$ cat src/rtl/mem_arbiter_pkg.sv
// Shared types and constants for the instruction/data memory arbiter.
// Holds FSM encoding, default bus widths and the latency counter type.
package mem_arbiter_pkg;

    typedef enum logic [1:0] {
        IDLE   = 2'd0,
        BUSY_I = 2'd1,
        BUSY_D = 2'd2,
        RESP   = 2'd3
    } arb_state_e;

    localparam int ADDR_W_DEF = 32;
    localparam int LINE_W_DEF = 128;
    localparam int CNT_W      = 4;

    typedef logic [CNT_W-1:0] cnt_t;

    function automatic cnt_t lat_load(input int lat);
        return cnt_t'(lat - 1);
    endfunction

endpackage

$ cat src/rtl/mem_arbiter.sv
// Fixed-priority arbiter: data port over fetch port onto one memory.
// One transaction at a time; every output is a register.
module mem_arbiter
    import mem_arbiter_pkg::*;
#(
    parameter int MEM_LATENCY = 5,
    parameter int ADDR_W      = ADDR_W_DEF,
    parameter int LINE_W      = LINE_W_DEF
) (
    input  logic              clk,
    input  logic              rst_n,

    input  logic              i_req,
    input  logic [ADDR_W-1:0] i_addr,
    input  logic              i_abort,
    output logic              i_ready,
    output logic [LINE_W-1:0] i_rdata,

    input  logic              d_req,
    input  logic              d_we,
    input  logic [ADDR_W-1:0] d_addr,
    input  logic [LINE_W-1:0] d_wdata,
    output logic              d_ready,
    output logic [LINE_W-1:0] d_rdata,

    output logic              mem_req,
    output logic              mem_we,
    output logic [ADDR_W-1:0] mem_addr,
    output logic [LINE_W-1:0] mem_wdata,
    input  logic [LINE_W-1:0] mem_rdata
);

    localparam cnt_t LOAD = lat_load(MEM_LATENCY);

    arb_state_e state_q, state_d;
    cnt_t       cnt_q, cnt_d;
    logic       abort_q, abort_d;

    logic              mem_req_d;
    logic              mem_we_d;
    logic [ADDR_W-1:0] mem_addr_d;
    logic [LINE_W-1:0] mem_wdata_d;
    logic              i_ready_d;
    logic              d_ready_d;
    logic [LINE_W-1:0] i_rdata_d;
    logic [LINE_W-1:0] d_rdata_d;

    logic last;
    logic fetch_dead;

    assign last       = (cnt_q == '0);
    assign fetch_dead = abort_q | i_abort;

    always_comb begin
        state_d     = state_q;
        cnt_d       = cnt_q;
        abort_d     = abort_q;
        mem_req_d   = mem_req;
        mem_we_d    = mem_we;
        mem_addr_d  = mem_addr;
        mem_wdata_d = mem_wdata;
        i_ready_d   = 1'b0;
        d_ready_d   = 1'b0;
        i_rdata_d   = i_rdata;
        d_rdata_d   = d_rdata;

        unique case (state_q)
            IDLE: begin
                if (d_req) begin
                    state_d     = BUSY_D;
                    cnt_d       = LOAD;
                    mem_req_d   = 1'b1;
                    mem_we_d    = d_we;
                    mem_addr_d  = d_addr;
                    mem_wdata_d = d_wdata;
                end else if (i_req && !i_abort) begin
                    state_d     = BUSY_I;
                    cnt_d       = LOAD;
                    mem_req_d   = 1'b1;
                    mem_we_d    = 1'b0;
                    mem_addr_d  = i_addr;
                    mem_wdata_d = '0;
                end
            end

            BUSY_I: begin
                if (i_abort) begin
                    abort_d = 1'b1;
                end
                if (last) begin
                    state_d   = RESP;
                    mem_req_d = 1'b0;
                    // A flushed fetch still drains memory but never lands.
                    if (!fetch_dead) begin
                        i_rdata_d = mem_rdata;
                        i_ready_d = 1'b1;
                    end
                end else begin
                    cnt_d = cnt_q - cnt_t'(1);
                end
            end

            BUSY_D: begin
                if (last) begin
                    state_d   = RESP;
                    mem_req_d = 1'b0;
                    d_ready_d = 1'b1;
                    if (!mem_we) begin
                        d_rdata_d = mem_rdata;
                    end
                end else begin
                    cnt_d = cnt_q - cnt_t'(1);
                end
            end

            RESP: begin
                state_d = IDLE;
                abort_d = 1'b0;
            end

            default: begin
                state_d = IDLE;
            end
        endcase
    end

    always_ff @(posedge clk or negedge rst_n) begin
        if (!rst_n) begin
            state_q   <= IDLE;
            cnt_q     <= '0;
            abort_q   <= 1'b0;
            mem_req   <= 1'b0;
            mem_we    <= 1'b0;
            mem_addr  <= '0;
            mem_wdata <= '0;
            i_ready   <= 1'b0;
            d_ready   <= 1'b0;
            i_rdata   <= '0;
            d_rdata   <= '0;
        end else begin
            state_q   <= state_d;
            cnt_q     <= cnt_d;
            abort_q   <= abort_d;
            mem_req   <= mem_req_d;
            mem_we    <= mem_we_d;
            mem_addr  <= mem_addr_d;
            mem_wdata <= mem_wdata_d;
            i_ready   <= i_ready_d;
            d_ready   <= d_ready_d;
            i_rdata   <= i_rdata_d;
            d_rdata   <= d_rdata_d;
        end
    end

endmodule
$ cat config.mk
export PLATFORM = sky130hd
export DESIGN_NAME = mem_arbiter
export DESIGN_NICKNAME = d
export VERILOG_FILES = /design/src/rtl/mem_arbiter_pkg.sv /design/src/rtl/mem_arbiter.sv
export SDC_FILE = /design/constraint.sdc
export NUM_CORES = 1
export LEC_CHECK = 0
export CORE_AREA = 2 2 292 294
export DETAILED_ROUTE_END_ITERATION = 10
export DIE_AREA = 0 0 294 296
export GPL_TIMING_DRIVEN = 0
export RECOVER_POWER = 50
export REMOVE_ABC_BUFFERS = 1
export SETUP_SLACK_MARGIN = 0.05
export SLEW_MARGIN = 20
export SYNTH_ARGS = -nofsm -noshare
export SYNTH_HDL_FRONTEND = slang
export SYNTH_SLANG_ARGS = --single-unit
$ cat constraint.sdc
create_clock -name clk -period 3.81 [get_ports clk]
set_input_delay 0.5715 -clock clk [delete_from_list [all_inputs] [get_ports clk]]
set_output_delay 0.5715 -clock clk [all_outputs]
set_load 0.005 [all_outputs]
==> results of run 1 <==
[logic make-up (layout without fill, tap and decap cells)]
logic type               Yosys count  in the layout
flip-flops                       427            427
multiplexers                     288            288
AO/OA/AOI/OAI                    182            182
buffers and inverters             74            869
AND/OR/NAND/NOR                   53             53
adder cells (fa/ha/maj)            7              7
other                              0              2
[power groups by stage]
stage | Sequential, mW | Combinational [mW] | Clock (mW)
2_1_floorplan | 7.92 | 3.18 | 0
3_3_place_gp | 7.89 | 9.10 | 0
3_5_place_dp | 7.93 | 9.26 | 0
4_1_cts | 7.89 | 9.29 | 5.52
5_1_grt | 8.10 | 9.28 | 5.69
6_report | 7.83 | 8.66 | 5.30
[final cells by class]
type,instances,share of cell area [%]
Antenna cell,2,0.0184
Clock buffer,66,5.27
Clock inverter,23,1.43
Inverter,6,0.0828
Multi-Input combinational cell,530,19.7
Sequential cell,427,39.3
Tap cell,1090,5.02
Timing Repair Buffer,774,29.2
[per-layer routing]
| layer | GRT usage, % | up-vias | part of all wire, % |
|---|---|---|---|
| met5 | 0 | - | 0.28 |
| met4 | 5.11 | 26 | 4.1 |
| met3 | 5.28 | 119 | 9.8 |
| met2 | 21.8 | 533 | 50 |
| met1 | 13.4 | 5821 | 36 |
| li1 | - | 5274 | - |
[worst register-to-register path, stage by stage, from the launching register on]
cell and delay [ns]:
dfrtp_1 0.41, inv_1 0.11, ha_1 0.22, or3b_1 0.44, or3_4 0.63, buf_16 0.30
buf_16 0.29, buf_16 0.29, mux2_1 0.40
[path summary, 6_finish.rpt]
kind	endpoint	slack (ns)	cells past startpoint
worst max register to register	i_rdata[67]$_DFFE_PN0P_	0.61	8
worst max-delay path	mem_wdata[73]$_DFFE_PN0P_	0.50	8
max in group asynchronous	mem_wdata[99]$_DFFE_PN0P_	0.69	4
worst min-delay path	mem_addr[31]$_DFFE_PN0P_	0.47	2
min in group asynchronous	d_rdata[116]$_DFFE_PN0P_	1.01	2
worst min register to register	mem_addr[31]$_DFFE_PN0P_	0.47	2
[state kept, by name, summed over array words and instances, names as in the netlist, 2 cells and up]
name and cells:
cnt_q 4, d_rdata 128, i_rdata 128, mem_addr 32
mem_wdata 128, state_q 2
[cell usage in the layout (no fill, tap or decap), types with 3 or more instances in the layout]
cell,netlist,routed
clkdlybuf4s50_1,0,549
dfrtp_1,427,427
dlygate4sd3_1,0,195
mux2_2,155,155
a22o_1,131,131
mux2_4,100,100
clkbuf_16,0,51
nand2_1,35,35
o21ai_0,36,35
mux2i_1,32,32
clkbuf_8,0,10
bufinv_16,0,10
buf_6,13,10
buf_16,0,10
clkinv_2,0,9
ha_1,7,7
inv_1,6,6
a21oi_1,6,6
clkbuf_1,41,5
clkbuf_2,0,4
nor2b_1,3,3
a21o_1,3,3
o31ai_1,3,3
buf_8,0,3
[what timing repair did]
action / 4_1_cts / 5_1_grt
endpoints found under the hold margin: 63 / 0
setup buffers: 0 / 0
hold buffers: 1 / 0
[per-stage QoR]
step                      setup TNS, ns  total power [mW]  worst slack (ns)
after floorplan                -1384.06              11.1             -7.67
after global placement                -              17.0            -16.86
after global routing                  0              23.1             0.229
after detailed placement              0              17.2             0.519
final                                 0              21.8             0.499
after CTS                             0              22.7             0.573
==> reports/qor.yml, run 1 <==
power:
  sw_frac_of_total_pct: 28.7
  vdd_drop_max_uv: 373
  power_internal_mw: 15.5
  p_switching_mw: 6.26
  comb_power_share_pct: 39.8
  power.density_cell_area_nw_per_um2: 802
  clock_power_share_pct: 24.3
  seq_power_share_pct: 35.9
  leakagePower_nw: 12.1
final_layout:
  final_nets: 2122
  final_layout_size_suffix_gt1_share_pct: 20.4
  post-route-cell-area_sq_um: 27200
  fill_cells: 8237
  finalNonFillerCells: 2918
  multi_input_comb_area_sq_um: 5350
  seqCellArea_sq_um: 10700
  fin_util_pct: 32.3
  area.growth.synth_to_final_pct: 65.6
critical_path:
  timing.critical_path.from: "i_abort"
  cp_top_family: "buffers and inverters"
  critical_path.cell_chain: "dlygate4sd3_1 -> nor2b_1 -> o21ai_1 -> buf_16 -> clkbuf_2 -> buf_16 -> buf_16 -> a22o_1"
  worst-endpoint-required_ns: 4.34
  critical_setup_path_kind: "in2reg"
  critPathLaunchType: "input pin"
  crit_path_buffers_inverters: 5
  critical_path_sink_type: "register"
  largest_fanout_on_the_critical_path: 29
  critical-path-top-cell-by-count: "buf_16"
  worst_r2r_startpoint: "cnt_q[0]$_DFFE_PN0P_"
  cpPeakStageDelay_ns: 1.24
  critical_path.slowest_cell: "o21ai_1"
  crit_arrival_ns: 3.84
synthesis:
  post_synth_fa_ha_maj_area_fraction_pct: 0.534
  ys_seq_area_share_pct: 65.1
  synth_flop_cell: "dfrtp_1"
  synth_async_reset_ratio_pct: 100
  multiplexer_share_of_the_synthesized_area_pct: 21.8
  netlist_area_sq_um: 16400
  synth_area_leaders: "dfrtp_1, mux2_2, mux2_4"
  yosys_warnings: 0
  post-synth-top-area-cell: "dfrtp_1"
  synth-simple-area-share_pct: 1.56
  synth_area_in_compound_gates_pct: 8.67
  synthesis_stage_register_bit_count: 427
  synth_cell_type_count: 31
  synth.cells.most_frequent: "dfrtp_1, mux2_2, a22o_1"
  syn-instance-count: 1031
  synth_edf_count: 0
  post_synth_xor_area_fraction_pct: 0
  most_instantiated_library_cell_after_synthesis: "dfrtp_1"
  syn_avg_cell_area_sq_um: 15.9
  yosys.area.top_type_share_pct: 65.1
  dominant_combinational_cell_family_by_area_after_synthesis: "multiplexers"
routing:
  remaining_drc_errors: 0
  drt_iter0_markers: 300
  wirelength_per_cell_um: 19.8
  wl_um: 57700
  antenna_violating_nets_post_route: 0
  detailedRoute.firstPassIterationCount: 4
  via_count: 11773
  via_per_inst: 4.03
floorplan:
  dieWidth_um: 294
  die_area_sq_um: 87000
  placementRows: 107
  die_y_um: 296
  initial_utilization_pct: 19.5
  io_pins: 746
  core_sq_um: 84200
global_routing:
  groute.usage.overall_pct: 12.5
  vias_in_the_first_global_route: 12658
  grt_max_degree: 98
  grt_overflow: 0
  grt_pass1_wl_um: 83300
  grt_antenna_before_repair: 19
status:
  violations_in_the_final_reports: "capacitance limit, slew limit"
  run_status: "finished, violations left"
sta:
  setup_repair_after_global_routing_missed_its_margin: "false"
  max-slew-margin-rel_pct: -17.3
  post-route-min-period_ns: 3.31
  layout_worst_path_cycle_share_pct: 86.9
  tightest_slew_ns: 1.76
  final-max-slew-violation-count: 86
  worst_clock_skew_ns: 0.0221
  hold_ws_ns: 0.469
  timing.final.setup_violations: 0
  fmax_mhz: 302
  final-hold-violation-count: 0
placement:
  gpl.final_weighted_congestion: 0.782
  placement.io_buffers: 745
  post_dp_cell_area_sq_um: 25500
  dpl.cell_count: 2826
  dp_hpwl_um: 44500
run:
  max-cap-violations: 2
clock_network:
  cts-root-to-sink-buffers: 3
  post_cts.resized_instances: 0
  cts-buffers-inserted: 50
  cts_tree: "done"
  clock_sinks: 427
  latest_clock_arrival_within_the_worst_skew_pair_ns: 0.59
  clk_pin_slew_worst_paths_ns: 0.06
  cts_root_buf: "clkbuf_16"
  cts_max_level: 2
hold_path:
  hold_path.startpoint: "mem_addr[31]$_DFFE_PN0P_"
  min_path_type: "reg2reg"
Power figures use the tool's default switching activity.
==> run 2: changes to the inputs <==
--- a/config.mk
+++ b/config.mk
@@ -9,6 +9,7 @@
 export DETAILED_ROUTE_END_ITERATION = 10
 export DIE_AREA = 0 0 294 296
 export GPL_TIMING_DRIVEN = 0
+export PLACE_DENSITY_LB_ADDON = 0.05
 export RECOVER_POWER = 50
 export REMOVE_ABC_BUFFERS = 1
 export SETUP_SLACK_MARGIN = 0.05
==> run 2 against run 1 <==
The run still ends with capacitance limit, slew limit left. Sequential power shrank 0.8%. Clock skew is 0.0051 ns higher. Worst setup slack worse by 0.082 ns. Worst hold slack improved by 0.0042 ns. Via count fell by 0.77%. Critical endpoint is now i_rdata[116]$_DFFE_PN0P_.
==> reports/qor.yml, run 2 (same netlist as run 1, synthesis figures left out) <==
status:
  run_status: "finished, violations left"
  violations_in_the_final_reports: "capacitance limit, slew limit"
floorplan:
  dieWidth_um: 294  # unchanged
  die_y_um: 296  # unchanged
  io_pins: 746  # unchanged
  core_sq_um: 84200  # unchanged
  initial_utilization_pct: 19.5  # unchanged
  placementRows: 107  # unchanged
  die_area_sq_um: 87000  # unchanged
sta:
  worst_clock_skew_ns: 0.0272  # +0.00506 ns
  post-route-min-period_ns: 3.39  # +0.0820 ns
  max-slew-margin-rel_pct: -13.1  # +4.2 points
  final-max-slew-violation-count: 110  # +28%
  setup_total_negative_slack_ns: 0  # unchanged
  hold_ws_ns: 0.473  # +0.00420 ns
  final-hold-violation-count: 0  # unchanged
  timing.final.setup_violations: 0  # unchanged
  tightest_slew_ns: 1.70  # -0.0629 ns
  setup_slack_ns: 0.417  # -0.0820 ns
  layout_worst_path_cycle_share_pct: 89.0  # +2.2 points
  fmax_mhz: 295  # -2.4%
  setup_repair_after_global_routing_missed_its_margin: "false"
power:
  power.density_cell_area_nw_per_um2: 808  # +0.79%
  leakagePower_nw: 12.0  # -1.0%
  vdd_drop_max_uv: 280  # -25%
  design_power_total_mw: 22.0  # +0.74%
final_layout:
  final_nets: 2130  # +0.38%
  biggestRegsByFlops: "d_rdata (128), i_rdata (128), mem_wdata (128)"
  final_layout_size_suffix_gt1_share_pct: 19.7  # -0.63 points
  area.growth.synth_to_final_pct: 65.6  # about the same
  finalNonFillerCells: 2930  # +0.41%
  final_common_cell: "clkdlybuf4s50_1"
  post-route-cell-area_sq_um: 27200  # about the same
  fin_util_pct: 32.3  # about the same
  mostFrequentLayoutCells: "clkdlybuf4s50_1, dfrtp_1, mux2_2"
routing:
  remaining_drc_errors: 0  # unchanged
  met3_length_um: 6890  # +21%
  top_layer_used: "met5"
  wirelength_per_cell_um: 22.7  # +15%
  detailedRoute.firstPassIterationCount: 4  # unchanged
  met1Wirelength_um: 25000  # +21%
  antenna_violating_nets_post_route: 0  # unchanged
  wl_um: 66600  # +15%
  drt_iter0_markers: 395  # +32%
  via_per_inst: 3.99  # -1.2%
  via_count: 11682  # -0.77%
  wire_length_on_met2_um: 33600  # +16%
clock_network:
  cts_tree: "done"
  cts-root-to-sink-buffers: 3  # unchanged
  clk_pin_slew_worst_paths_ns: 0.06  # about the same
  post-cts-setup-buffer-count: 0  # unchanged
  cts_hold_buffers: 1  # unchanged
  clock_sinks: 427  # unchanged
  cts_root_buf: "clkbuf_16"
  latest_clock_arrival_within_the_worst_skew_pair_ns: 0.62  # +0.03 ns
  cts_max_level: 2  # unchanged
  cts-buffers-inserted: 54  # +8.0%
  post_cts.resized_instances: 0  # unchanged
critical_path:
  critical_path_sink_type: "register"
  worst-endpoint-required_ns: 4.27  # -0.07 ns
  r2r_end: "i_rdata[116]$_DFFE_PN0P_"
  worst_r2r_startpoint: "cnt_q[0]$_DFFE_PN0P_"
  critical_setup_path_kind: "reg2reg"
  r2r_cells: 7  # -1
  timing.reg2reg.setup_slack_ns: 0.42  # -0.19 ns
  crit_arrival_ns: 3.86  # +0.02 ns
  critPathLaunchType: "register"
  largest_fanout_on_the_critical_path: 31  # +6.9%
placement:
  placement.io_buffers: 745  # unchanged
  dpl.cell_count: 2830  # +0.14%
  post_dp_cell_area_sq_um: 25600  # +0.34%
  dp_hpwl_um: 51200  # +15%
  dp_slack_ns: 0.398  # -0.121 ns
  gpl.final_weighted_congestion: 0.769  # -1.6%
hold_path:
  timing.hold.worst_path_depth: 2  # unchanged
  min_path_type: "reg2reg"
  endpoint_of_the_worst_hold_timing_path: "mem_addr[23]$_DFFE_PN0P_"
  hold_path.startpoint: "mem_addr[23]$_DFFE_PN0P_"
global_routing:
  grt_pass1_wl_um: 94000  # +13%
  groute.usage.overall_pct: 14.8  # +2.2 points
  grt_overflow: 0  # unchanged
  grt_max_degree: 82  # -16%
  grt_antenna_before_repair: 13  # -6
  vias_in_the_first_global_route: 12850  # +1.5%
run:
  max-cap-violations: 3  # +1
-- run 2: area by class of cell --
cell class                      instances  area [sq um]
Inverter                                6          22.5
Multi-Input combinational cell        530          5340
Antenna cell                            1          2.50
Timing Repair Buffer                  778          8080
Clock buffer                           90          1600
Sequential cell                       427         10700
Fill cell                            8329         57000
Tap cell                             1090          1360
Clock inverter                          8          87.6
-- run 2: worst max-delay path by stage --
stage	to	cells past startpoint	slack [ns]	startpoint
floorplan	mem_addr[0]$_DFFE_PN0P_	3	-7.67	i_req
global placement	mem_addr[14]$_DFFE_PN0P_	1	-18.91	rst_n
detailed placement	d_rdata[86]$_DFFE_PN0P_	12	0.40	cnt_q[0]$_DFFE_PN0P_
CTS	d_rdata[86]$_DFFE_PN0P_	12	0.38	cnt_q[0]$_DFFE_PN0P_
global route	mem_wdata[34]$_DFFE_PN0P_	9	0.13	i_abort
finish	i_rdata[116]$_DFFE_PN0P_	7	0.42	cnt_q[0]$_DFFE_PN0P_
-- run 2: critical path, stage by stage, from the launching register on --
cell and delay [ns]:
dfrtp_1 0.41, inv_1 0.12, ha_1 0.21, or3b_1 0.45, or3_1 1.00, buf_16 0.47
buf_16 0.23, mux2_4 0.33
-- run 2: report_power, final --
part	internal, mW	switching, mW	total (mW)
combinational	5.82	3.41	9.23
sequential	6.65	1.12	7.77
clock	2.90	2.05	4.95
-- run 2: metal layers --
metal	vias up	global-route usage, %
li1	5278	-
met1	5806	16.4
met2	478	25.7
met3	96	6.98
met4	24	3.07
met5	-	0
